`src/rtl/soft_clock_pkg.sv`:
```
// soft_clock_pkg: command nibbles, status codes and FSM states shared by the soft clock sequencer and gate
package soft_clock_pkg;

    localparam logic [3:0] CLOCK_ENABLE  = 4'b1010;
    localparam logic [3:0] CLOCK_DISABLE = 4'b0101;

    typedef enum logic [1:0] {ST_OK, ST_ERR, ST_TOUT, ST_QFAIL} status_e;

    typedef enum logic [2:0] {IDLE, QUIESCE, WRITE, GAP, RESP} state_e;

    function automatic logic [3:0] cmd_nibble(input logic enable);
        return enable ? CLOCK_ENABLE : CLOCK_DISABLE;
    endfunction

endpackage

```
`src/rtl/soft_clock_sequencer_if.sv`:
```
// soft_clock_sequencer_if: request, quiesce, gate-write and status signals of the sequencer
//   master: sequencer side (takes requests/busy/gate responses, drives write word and status)
//   slave : environment side (migration controller, reconfigurable IP and clock gate)
interface soft_clock_sequencer_if #(parameter int C_SIPIF_DWIDTH = 32);
    logic                          Req_Valid;
    logic                          Req_Enable;
    logic                          Req_Ready;
    logic                          IP2Seq_Busy;
    logic                          Seq2Clk_WrCE;
    logic [0:C_SIPIF_DWIDTH-1]     Seq2Clk_Data;
    logic [0:C_SIPIF_DWIDTH/8-1]   Seq2Clk_BE;
    logic                          Clk2Bus_WrAck;
    logic                          Clk2Bus_Error;
    logic                          Seq_Done;
    logic [1:0]                    Seq_Status;
    logic                          Seq_ClkOn;

    modport master (
        input  Req_Valid, Req_Enable, IP2Seq_Busy, Clk2Bus_WrAck, Clk2Bus_Error,
        output Req_Ready, Seq2Clk_WrCE, Seq2Clk_Data, Seq2Clk_BE, Seq_Done, Seq_Status, Seq_ClkOn
    );

    modport slave (
        output Req_Valid, Req_Enable, IP2Seq_Busy, Clk2Bus_WrAck, Clk2Bus_Error,
        input  Req_Ready, Seq2Clk_WrCE, Seq2Clk_Data, Seq2Clk_BE, Seq_Done, Seq_Status, Seq_ClkOn
    );
endinterface

```
`src/rtl/soft_clock_sequencer_sat_counter.sv`:
```
// sat_counter: saturating up-counter with synchronous clear and a flag raised when the count equals MAX
//   Bus2IP_Clk/Bus2IP_Reset: clock and sync active-high reset
//   clr: clear to zero (wins over inc); inc: count up, holds at MAX; at_max: count == MAX
module sat_counter #(
    parameter int MAX = 1
) (
    input  logic Bus2IP_Clk,
    input  logic Bus2IP_Reset,
    input  logic clr,
    input  logic inc,
    output logic at_max
);
    localparam int W = (MAX < 1) ? 1 : $clog2(MAX + 1);
    localparam logic [W-1:0] TOP = W'(MAX);

    logic [W-1:0] cnt;

    always_ff @(posedge Bus2IP_Clk) begin
        if (Bus2IP_Reset || clr)
            cnt <= '0;
        else if (inc && !at_max)
            cnt <= cnt + 1'b1;
    end

    assign at_max = cnt == TOP;
endmodule

```
`src/rtl/soft_clock_sequencer.sv`:
```
// soft_clock_sequencer: turns clock enable/disable requests into one acknowledged IPIF write to the soft clock gate
//   Bus2IP_Clk/Bus2IP_Reset: sole clock and sync active-high reset
//   bus (master): Req_Valid/Req_Enable/Req_Ready request handshake, IP2Seq_Busy quiesce input,
//                 Seq2Clk_WrCE/Data/BE gate write, Clk2Bus_WrAck/Error gate response,
//                 Seq_Done/Seq_Status completion pulse, Seq_ClkOn recorded gate state
module soft_clock_sequencer
    import soft_clock_pkg::*;
#(
    parameter int C_SIPIF_DWIDTH   = 32,
    parameter int C_TOUT_CYCLES    = 16,
    parameter int C_QUIESCE_CYCLES = 64,
    parameter int C_MAX_RETRY      = 2
) (
    input  logic                 Bus2IP_Clk,
    input  logic                 Bus2IP_Reset,
    soft_clock_sequencer_if.master bus
);
    state_e  state, state_n;
    status_e st_n;
    logic    en_q, en_n;
    logic    t_last, q_last, r_last, retry;
    logic [0:C_SIPIF_DWIDTH-1] word;

    // Timeout counter runs every WRITE cycle; at_max marks the last allowed cycle of an attempt.
    sat_counter #(.MAX(C_TOUT_CYCLES - 1)) u_tout (
        .Bus2IP_Clk  (Bus2IP_Clk),
        .Bus2IP_Reset(Bus2IP_Reset),
        .clr         (state != WRITE),
        .inc         (state == WRITE),
        .at_max      (t_last)
    );

    sat_counter #(.MAX(C_QUIESCE_CYCLES - 1)) u_quiesce (
        .Bus2IP_Clk  (Bus2IP_Clk),
        .Bus2IP_Reset(Bus2IP_Reset),
        .clr         (state != QUIESCE),
        .inc         (state == QUIESCE && bus.IP2Seq_Busy),
        .at_max      (q_last)
    );

    sat_counter #(.MAX(C_MAX_RETRY)) u_retry (
        .Bus2IP_Clk  (Bus2IP_Clk),
        .Bus2IP_Reset(Bus2IP_Reset),
        .clr         (state == IDLE),
        .inc         (retry),
        .at_max      (r_last)
    );

    always_ff @(posedge Bus2IP_Clk) begin
        if (Bus2IP_Reset)
            state <= IDLE;
        else
            state <= state_n;
    end

    always_comb begin
        state_n = state;
        st_n    = ST_OK;
        en_n    = en_q;
        retry   = 1'b0;
        case (state)
            IDLE: begin
                if (bus.Req_Valid) begin
                    en_n    = bus.Req_Enable;
                    state_n = bus.Req_Enable ? WRITE : QUIESCE;
                end
            end
            QUIESCE: begin
                if (!bus.IP2Seq_Busy)
                    state_n = WRITE;
                else if (q_last) begin
                    state_n = RESP;
                    st_n    = ST_QFAIL;
                end
            end
            WRITE: begin
                // Ack wins when the gate reports both in the same cycle.
                if (bus.Clk2Bus_WrAck)
                    state_n = RESP;
                else if (bus.Clk2Bus_Error || t_last) begin
                    retry   = !r_last;
                    state_n = r_last ? RESP : GAP;
                    st_n    = bus.Clk2Bus_Error ? ST_ERR : ST_TOUT;
                end
            end
            GAP:     state_n = WRITE;
            RESP:    state_n = IDLE;
            default: state_n = IDLE;
        endcase
    end

    // Built from en_n so the word is correct on the very edge that accepts an enable.
    assign word = {{(C_SIPIF_DWIDTH-4){1'b0}}, cmd_nibble(en_n)};

    always_ff @(posedge Bus2IP_Clk) begin
        if (Bus2IP_Reset) begin
            en_q             <= 1'b0;
            bus.Seq2Clk_WrCE <= 1'b0;
            bus.Seq2Clk_Data <= '0;
            bus.Seq2Clk_BE   <= '0;
            bus.Seq_Done     <= 1'b0;
            bus.Seq_Status   <= ST_OK;
            bus.Seq_ClkOn    <= 1'b1;
        end else begin
            en_q             <= en_n;
            bus.Seq2Clk_WrCE <= state_n == WRITE;
            bus.Seq2Clk_Data <= (state_n == WRITE) ? word : '0;
            bus.Seq2Clk_BE   <= (state_n == WRITE) ? '1 : '0;
            bus.Seq_Done     <= state_n == RESP;
            bus.Seq_Status   <= (state_n == RESP) ? st_n : ST_OK;
            if (state == WRITE && bus.Clk2Bus_WrAck)
                bus.Seq_ClkOn <= en_q;
        end
    end

    assign bus.Req_Ready = state == IDLE;
endmodule

```
`src/flat_wrapper.sv`:
```
// flat-port wrapper written by rule: the top's interface ports become plain ports
module soft_clock_sequencer_flat import soft_clock_pkg::*;
#(
    parameter int C_SIPIF_DWIDTH   = 32,
    parameter int C_TOUT_CYCLES    = 16,
    parameter int C_QUIESCE_CYCLES = 64,
    parameter int C_MAX_RETRY      = 2
)
  (Bus2IP_Clk, Bus2IP_Reset, bus_Req_Valid, bus_Req_Enable, bus_IP2Seq_Busy, bus_Clk2Bus_WrAck, bus_Clk2Bus_Error, bus_Req_Ready, bus_Seq2Clk_WrCE, bus_Seq2Clk_Data, bus_Seq2Clk_BE, bus_Seq_Done, bus_Seq_Status, bus_Seq_ClkOn);
  soft_clock_sequencer_if #(.C_SIPIF_DWIDTH(C_SIPIF_DWIDTH)) bus_i ();
  input  logic Bus2IP_Clk;
  input  logic Bus2IP_Reset;
  input wire logic [$bits(bus_i.Req_Valid)-1:0] bus_Req_Valid;
  input wire logic [$bits(bus_i.Req_Enable)-1:0] bus_Req_Enable;
  input wire logic [$bits(bus_i.IP2Seq_Busy)-1:0] bus_IP2Seq_Busy;
  input wire logic [$bits(bus_i.Clk2Bus_WrAck)-1:0] bus_Clk2Bus_WrAck;
  input wire logic [$bits(bus_i.Clk2Bus_Error)-1:0] bus_Clk2Bus_Error;
  output wire logic [$bits(bus_i.Req_Ready)-1:0] bus_Req_Ready;
  output wire logic [$bits(bus_i.Seq2Clk_WrCE)-1:0] bus_Seq2Clk_WrCE;
  output wire logic [$bits(bus_i.Seq2Clk_Data)-1:0] bus_Seq2Clk_Data;
  output wire logic [$bits(bus_i.Seq2Clk_BE)-1:0] bus_Seq2Clk_BE;
  output wire logic [$bits(bus_i.Seq_Done)-1:0] bus_Seq_Done;
  output wire logic [$bits(bus_i.Seq_Status)-1:0] bus_Seq_Status;
  output wire logic [$bits(bus_i.Seq_ClkOn)-1:0] bus_Seq_ClkOn;
  assign bus_i.Req_Valid = bus_Req_Valid;
  assign bus_i.Req_Enable = bus_Req_Enable;
  assign bus_i.IP2Seq_Busy = bus_IP2Seq_Busy;
  assign bus_i.Clk2Bus_WrAck = bus_Clk2Bus_WrAck;
  assign bus_i.Clk2Bus_Error = bus_Clk2Bus_Error;
  assign bus_Req_Ready = bus_i.Req_Ready;
  assign bus_Seq2Clk_WrCE = bus_i.Seq2Clk_WrCE;
  assign bus_Seq2Clk_Data = bus_i.Seq2Clk_Data;
  assign bus_Seq2Clk_BE = bus_i.Seq2Clk_BE;
  assign bus_Seq_Done = bus_i.Seq_Done;
  assign bus_Seq_Status = bus_i.Seq_Status;
  assign bus_Seq_ClkOn = bus_i.Seq_ClkOn;
  soft_clock_sequencer #(.C_SIPIF_DWIDTH(C_SIPIF_DWIDTH), .C_TOUT_CYCLES(C_TOUT_CYCLES), .C_QUIESCE_CYCLES(C_QUIESCE_CYCLES), .C_MAX_RETRY(C_MAX_RETRY)) u_core (.Bus2IP_Clk(Bus2IP_Clk), .Bus2IP_Reset(Bus2IP_Reset), .bus(bus_i));
endmodule
```
`config.mk`:
```
export PLATFORM = sky130hd
export DESIGN_NAME = soft_clock_sequencer_flat
export DESIGN_NICKNAME = d
export VERILOG_FILES = /design/src/rtl/soft_clock_pkg.sv /design/src/rtl/soft_clock_sequencer_if.sv /design/src/rtl/soft_clock_sequencer_sat_counter.sv /design/src/rtl/soft_clock_sequencer.sv /design/src/flat_wrapper.sv
export SDC_FILE = /design/constraint.sdc
export NUM_CORES = 1
export LEC_CHECK = 0
export ABC_AREA = 1
export CAP_MARGIN = 20
export CORE_MARGIN = 2
export CORE_UTILIZATION = 48
export CTS_CLUSTER_DIAMETER = 150
export DETAILED_ROUTE_END_ITERATION = 12
export PLACE_DENSITY_LB_ADDON = 0.25
export SLEW_MARGIN = 20
export SYNTH_ARGS = -nofsm -noshare
export SYNTH_HDL_FRONTEND = slang
export SYNTH_SLANG_ARGS = --single-unit
```
`constraint.sdc`:
```
create_clock -name Bus2IP_Clk -period 3.3 [get_ports Bus2IP_Clk]
set_clock_uncertainty 0.1 [all_clocks]
set_input_delay 0.825 -clock Bus2IP_Clk [delete_from_list [all_inputs] [get_ports Bus2IP_Clk]]
set_output_delay 0.825 -clock Bus2IP_Clk [all_outputs]
set_load 0.05 [all_outputs]
```
* Word level (Yosys, flattened, before mapping) *
Cells that the tools add are included.

word-level totals
  bits in registers = 57
  output and inout port bits = 42
  bits of input ports = 7
  logic and storage cells = 63

operators by class
  muxes and demuxes = 21
  bitwise logic cells = 2
  reduce and logical (&&, ||, !) cells = 15
  add/sub/neg operators = 3
  equality and inequality tests = 10

operators with widths
  operator             number
  $mux 3               6
  $mux 2               6
  $pmux 3 s4           1
  $eq 3x2->1 const B   3
  $mux 4               2
  $add 6x1->6 const B  1
  $eq 6x6->1 const B   1
  $logic_and 1x1->1    5
  $mux 1               5
  $add 4x1->4 const B  1
  $eq 4x4->1 const B   1
  $logic_or 1x1->1     4
  $pmux 2 s2           1
  $reduce_or 2->1      2
  $eq 3x1->1 const B   1
  $eq 3x3->1 const B   1
  $logic_not 1->1      3
  $logic_not 3->1      1
  $ne 3x1->1 const B   1
  $ne 3x2->1 const B   1
  $add 2x1->2 const B  1
  $eq 2x2->1 const B   1
  $not 1->1            2

* Logic depth before layout (Yosys ltp) *
  depth after elaboration = 8
  mapped depth = 8
  gate-level depth less buffers = 8

* By module *
Synthesis repeated with hierarchy kept, for this count alone.

second synthesis, totals
  cell total of the unflattened synthesis = 206
  area, all modules = 1,447.6 um^2

by module, submodules not included
  module                          instances  cells an instance  area each (um^2)  seq. area each (um^2)
  soft_clock_sequencer            1          114                807.0             220.2
  sat_counter (u_core.u_quiesce)  1          49                 339.1             120.1
  sat_counter (u_core.u_tout)     1          29                 200.2             80.1
  sat_counter (u_core.u_retry)    1          14                 101.3             40.0

* Worst setup path after synthesis *
Ideal clock, no wire load.

  path type = reg2out
  start point = register u_core.bus.Seq2Clk_BE[1] (netlist name)
  end point = output bus_Seq2Clk_BE[0]
  path slack = 1.421 ns
  buffers on the path = 1
  data arrival time = 0.954 ns
  required time = 2.375 ns
  stages on the path, launching flop included = 2
  path through = dfxtp_1 -> buf_4

RTL lines
  item              RTL line            text
  end: declaration  flat_wrapper.sv:21  output wire logic [$bits(bus_i.Seq2Clk_BE)-1:0] bus_Seq2Clk_BE;

* Worst setup path in the final report *
  start point = register u_core.state[0]
  end point = output bus_Req_Ready

between the ends
  word-level cells in the longest chain between the ends = 1

RTL lines
  item                      RTL line                     text
  start: declaration        soft_clock_sequencer.sv:18   state_e state, state_n;
  start signal: assignment  soft_clock_sequencer.sv:53   state <= state_n;
  $logic_not 3->1           soft_clock_sequencer.sv:116  assign bus.Req_Ready = state == IDLE;
  end: declaration          flat_wrapper.sv:18           output wire logic [$bits(bus_i.Req_Ready)-1:0] bus_Req_Ready;

Every way passes these cells.

==> summary.md <==
| Metric | Value |
|---|---|
| Run status | `completed` |
| Register area | `460.4 um^2` |
| Core Rows | `19` |
| Placement-stage cell area | `about 0.0015 mm^2` |
| Slew margin rel. | `between 60% and 70%` |
| Initial antenna violation count | `0` |
| Worst Setup End Kind | `output pin` |
| Worst setup margin | `0.5910 ns` |
| Critical Path Source | `u_core.state[0]$_SDFF_PP0_` |
| Clk sinks | `23` |
| Peak Freq | `~370 MHz` |
| Largest family of logic cells by synthesized area | `simple AND/OR/NAND/NOR gates` |
| Clk buf depth | `2` |
| Mux cell area share after synthesis | `0%` |
| Seq/Total Area, Yosys | `about a third` |
| DRC | `0` |
| Worst reg2reg startpoint | `u_core.u_tout.cnt[0]$_SDFFE_PP0P_` |
| Core area | `about 0.0027 mm^2` |
| Max Cap Viol | `0` |
| Setup CP Type | `flop to output pin` |
| Met2 Use GR | `between 20 and 30%` |
| Final hold vios | `0` |
| CTS tree | `done` |
| Detail Route Antenna Nets | `0` |
| Syn avg cell area | `roughly 7.6 um^2` |
| DR iter-0 viols | `33` |
| Post-Syn Area | `0.001376 mm^2` |
| Die Width | `around 58 um` |
| Top-area cell type share of the netlist area | `approximately 33%` |
| Hold-critical path depth | `2` |
| Global-route wire length before repair | `about 3900 um` |
| Startpoint Class | `flop` |
| Synth unique cells | `33` |
| Clock Pin Slew Worst Setup and Hold Paths | `0.11 ns` |
| CP Buf/Inv Count | `2` |
| Crit-path max FO | `3` |
| Final nets | `between 200 and 250` |
| DR vias/cell | `4.430` |
| Top Ports | `49` |
| Via Count | `~1000` |
| Hold Startpoint | `u_core.u_retry.cnt[0]$_SDFFE_PP0P_` |
| Pwr dens | `471.3 mW/mm^2` |
| Post-synth EDFFs | `0` |
| Crit-path cells | `nor2_2 -> nand2_2 -> inv_2 -> clkdlybuf4s50_1` |
| Critical path's slowest cell | `clkdlybuf4s50_1` |
| Worst r2r path cells | `8` |
| Initial DRT Pass Iterations | `4` |
| Delay-heaviest family, CP | `buffers and inverters` |
| Largest net degree at the start of global routing | `13` |
| Max Transition Viols Final | `0` |
| Detailed placer's ending HPWL | `1877 um` |
| TritonCTS Buffers | `3` |
| GR Util met3 | `~5.0%` |
| Crit path depth | `4` |
| Share of layout cells above drive strength 1 | `between 10% and 20%` |
| # fillers | `about 250` |
| Cts repair resizes | `0` |
| Fraction of the mapped netlist area in adder cells | `between 2 and 3%` |
| CP Data Required Time | `roughly 2.4 ns` |
| ANT cells | `0` |
| Static Leak | `about 0.0007 uW` |
| Vias in the first global route | `929` |
| Synthesized instance count | `180` |
| Final period util | `slightly above 80%` |
| PortBufs | `20` |
| Leading area contributor after synthesis | `dfxtp_1` |
| Die H | `between 50 and 60 um` |
| RSZ-0062 raised after global routing | `no` |
| Area of the multi-input gates | `658.1 um^2` |
| Starting Density | `between 50 and 60%` |
| Met1 usage | `17.53%` |
| Synth top area cells | `dfxtp_1 (33%), buf_4 (19%), nand2_1 (6.8%)` |
| Slowest cell delay on critical path | `about 0.8 ns` |
| Post-synth ARST share | `0%` |
| Routed WL per cell | `9.890 um` |
| Ys Warns | `0` |
| List of most frequent post-synthesis cells | `buf_4 (34), nand2_1 (25), dfxtp_1 (23)` |
| Layout area overhead | `8.091%` |
| Most Used Layer, Global Route | `met2` |
| GPL Wtd Cong | `around 0.75` |
| HP Class | `flop to flop` |
| Post-synthesis simple-gate area fraction | `between 20% and 30%` |
| Worst-Margin Slew | `a little over 0.5 ns` |
| Flop2flop setup slack | `approximately 1.8 ns` |
| Flops & latches, synth | `23` |
| Die area | `~0.0033 mm^2` |
| Post-cts hold buffer count | `0` |
| Post-Synth XOR/XNOR Area | `less than 1%` |
| Worst-Skew Late Latency | `between 0.3 and 0.4 ns` |
| Pre-CTS setup slack | `between 0.9 and 1 ns` |
| H-tree depth | `1` |
| Root buffer selected by CTS | `clkbuf_4` |
| Fin crit period | `~2.7 ns` |
| Post-CTS Setup Inserts | `0` |
| Setup TNS | `0 ns` |
| Top FF cell, synth | `dfxtp_1` |
| Count leader, synth | `buf_4` |
| Total track usage | `14.90%` |
| Routed wire length | `2255 um` |
| Grt total ovfl | `0` |
| Post-route cell area | `0.001488 mm^2` |
| Max IR drop VDD | `between 0.0003 and 0.0004 V` |
| Overall power | `701.1 uW` |
| Final setup fails | `0` |
| Post-synthesis compound-gate area fraction | `~8.5%` |
| Crit path DAT | `between 1.5 and 2 ns` |
-- per-layer routing --
layer	routed length (um)	vias up
met5	0	-
met3	114	2
met1	941	449
li1	-	538
met2	1181	21
met4	17	0
-- layout make-up --
cell class / count / share of cell area (%)
multi-input cells: 123 / 44.24
repair buffers: 20 / 13.46
flip-flops and latches: 23 / 30.95
clock buffers: 4 / 1.766
well taps: 31 / 2.607
inverters: 27 / 6.981
-- worst register-to-register path, cell delays in order (launching register included) --
cell     delay [ns]
dfxtp_1        0.36
ha_1           0.23
nand3_1        0.17
nand2_1        0.12
nand2_4        0.11
nor2_8         0.04
nor2_2         0.11
nand4_2        0.10
nor2_1         0.10
-- state kept, by name (all words and copies together), names as in the netlist --
register and count:
u_core.u_tout.cnt 4, u_core.bus.Seq2Clk_Data 2, u_core.bus.Seq2Clk_BE 1, u_core.u_quiesce.cnt 6, u_core.en_q 1, u_core.u_retry.cnt 2, u_core.bus.Seq_ClkOn 1, u_core.bus.Seq_Status 2
u_core.bus.Seq_Done 1, u_core.state 3
-- path summary, 6_finish.rpt --
kind	to
setup / recovery	bus_Req_Ready
hold / removal	u_core.u_retry.cnt[0]$_SDFFE_PP0P_
setup reg to reg	u_core.bus.Seq2Clk_Data[30]$_SDFF_PP0_
hold reg to reg	u_core.u_retry.cnt[0]$_SDFFE_PP0P_
-- metrics by stage --
step / util [%] / hold slack, ns / instances
5_1_grt: 54.42 / 0.4109 / 228
4_1_cts: 54.42 / 0.3884 / 228
3_5_place_dp: 53.46 / 0.3688 / 224
2_1_floorplan: - / 0.3470 / 207
6_report: 54.42 / 0.3839 / 228
3_3_place_gp: 53.46 / 0.3629 / 224
-- cell usage in the layout (no fill, tap or decap), drive strengths merged, types with 2 or more instances in the layout --
| master | count |
|---|---|
| clkinv | 2 |
| o21ai | 6 |
| a21oi | 10 |
| ha | 3 |
| inv | 25 |
| clkbuf | 4 |
| nor2 | 20 |
| nand4 | 3 |
| dfxtp | 23 |
| clkdlybuf4s50 | 20 |
| nand2 | 30 |
| conb | 28 |
| or2 | 3 |
| nand3 | 13 |
-- where the power goes --
part / internal (uW) / total [uW] / switching (uW)
sequential: 292 / 302 / 10.8
combinational: 65.1 / 271 / 206
clock: 47.2 / 128 / 80.8
-- logic make-up after synthesis --
kind of cell             count (synthesis)
XOR/XNOR                                 1
adder cells (fa/ha/maj)                  3
other                                    1
buffers and inverters                   61
AND/OR/NAND/NOR                         71
AO/OA/AOI/OAI                           20
flip-flops                              23
No activity file was read; power rests on OpenSTA's default activity.
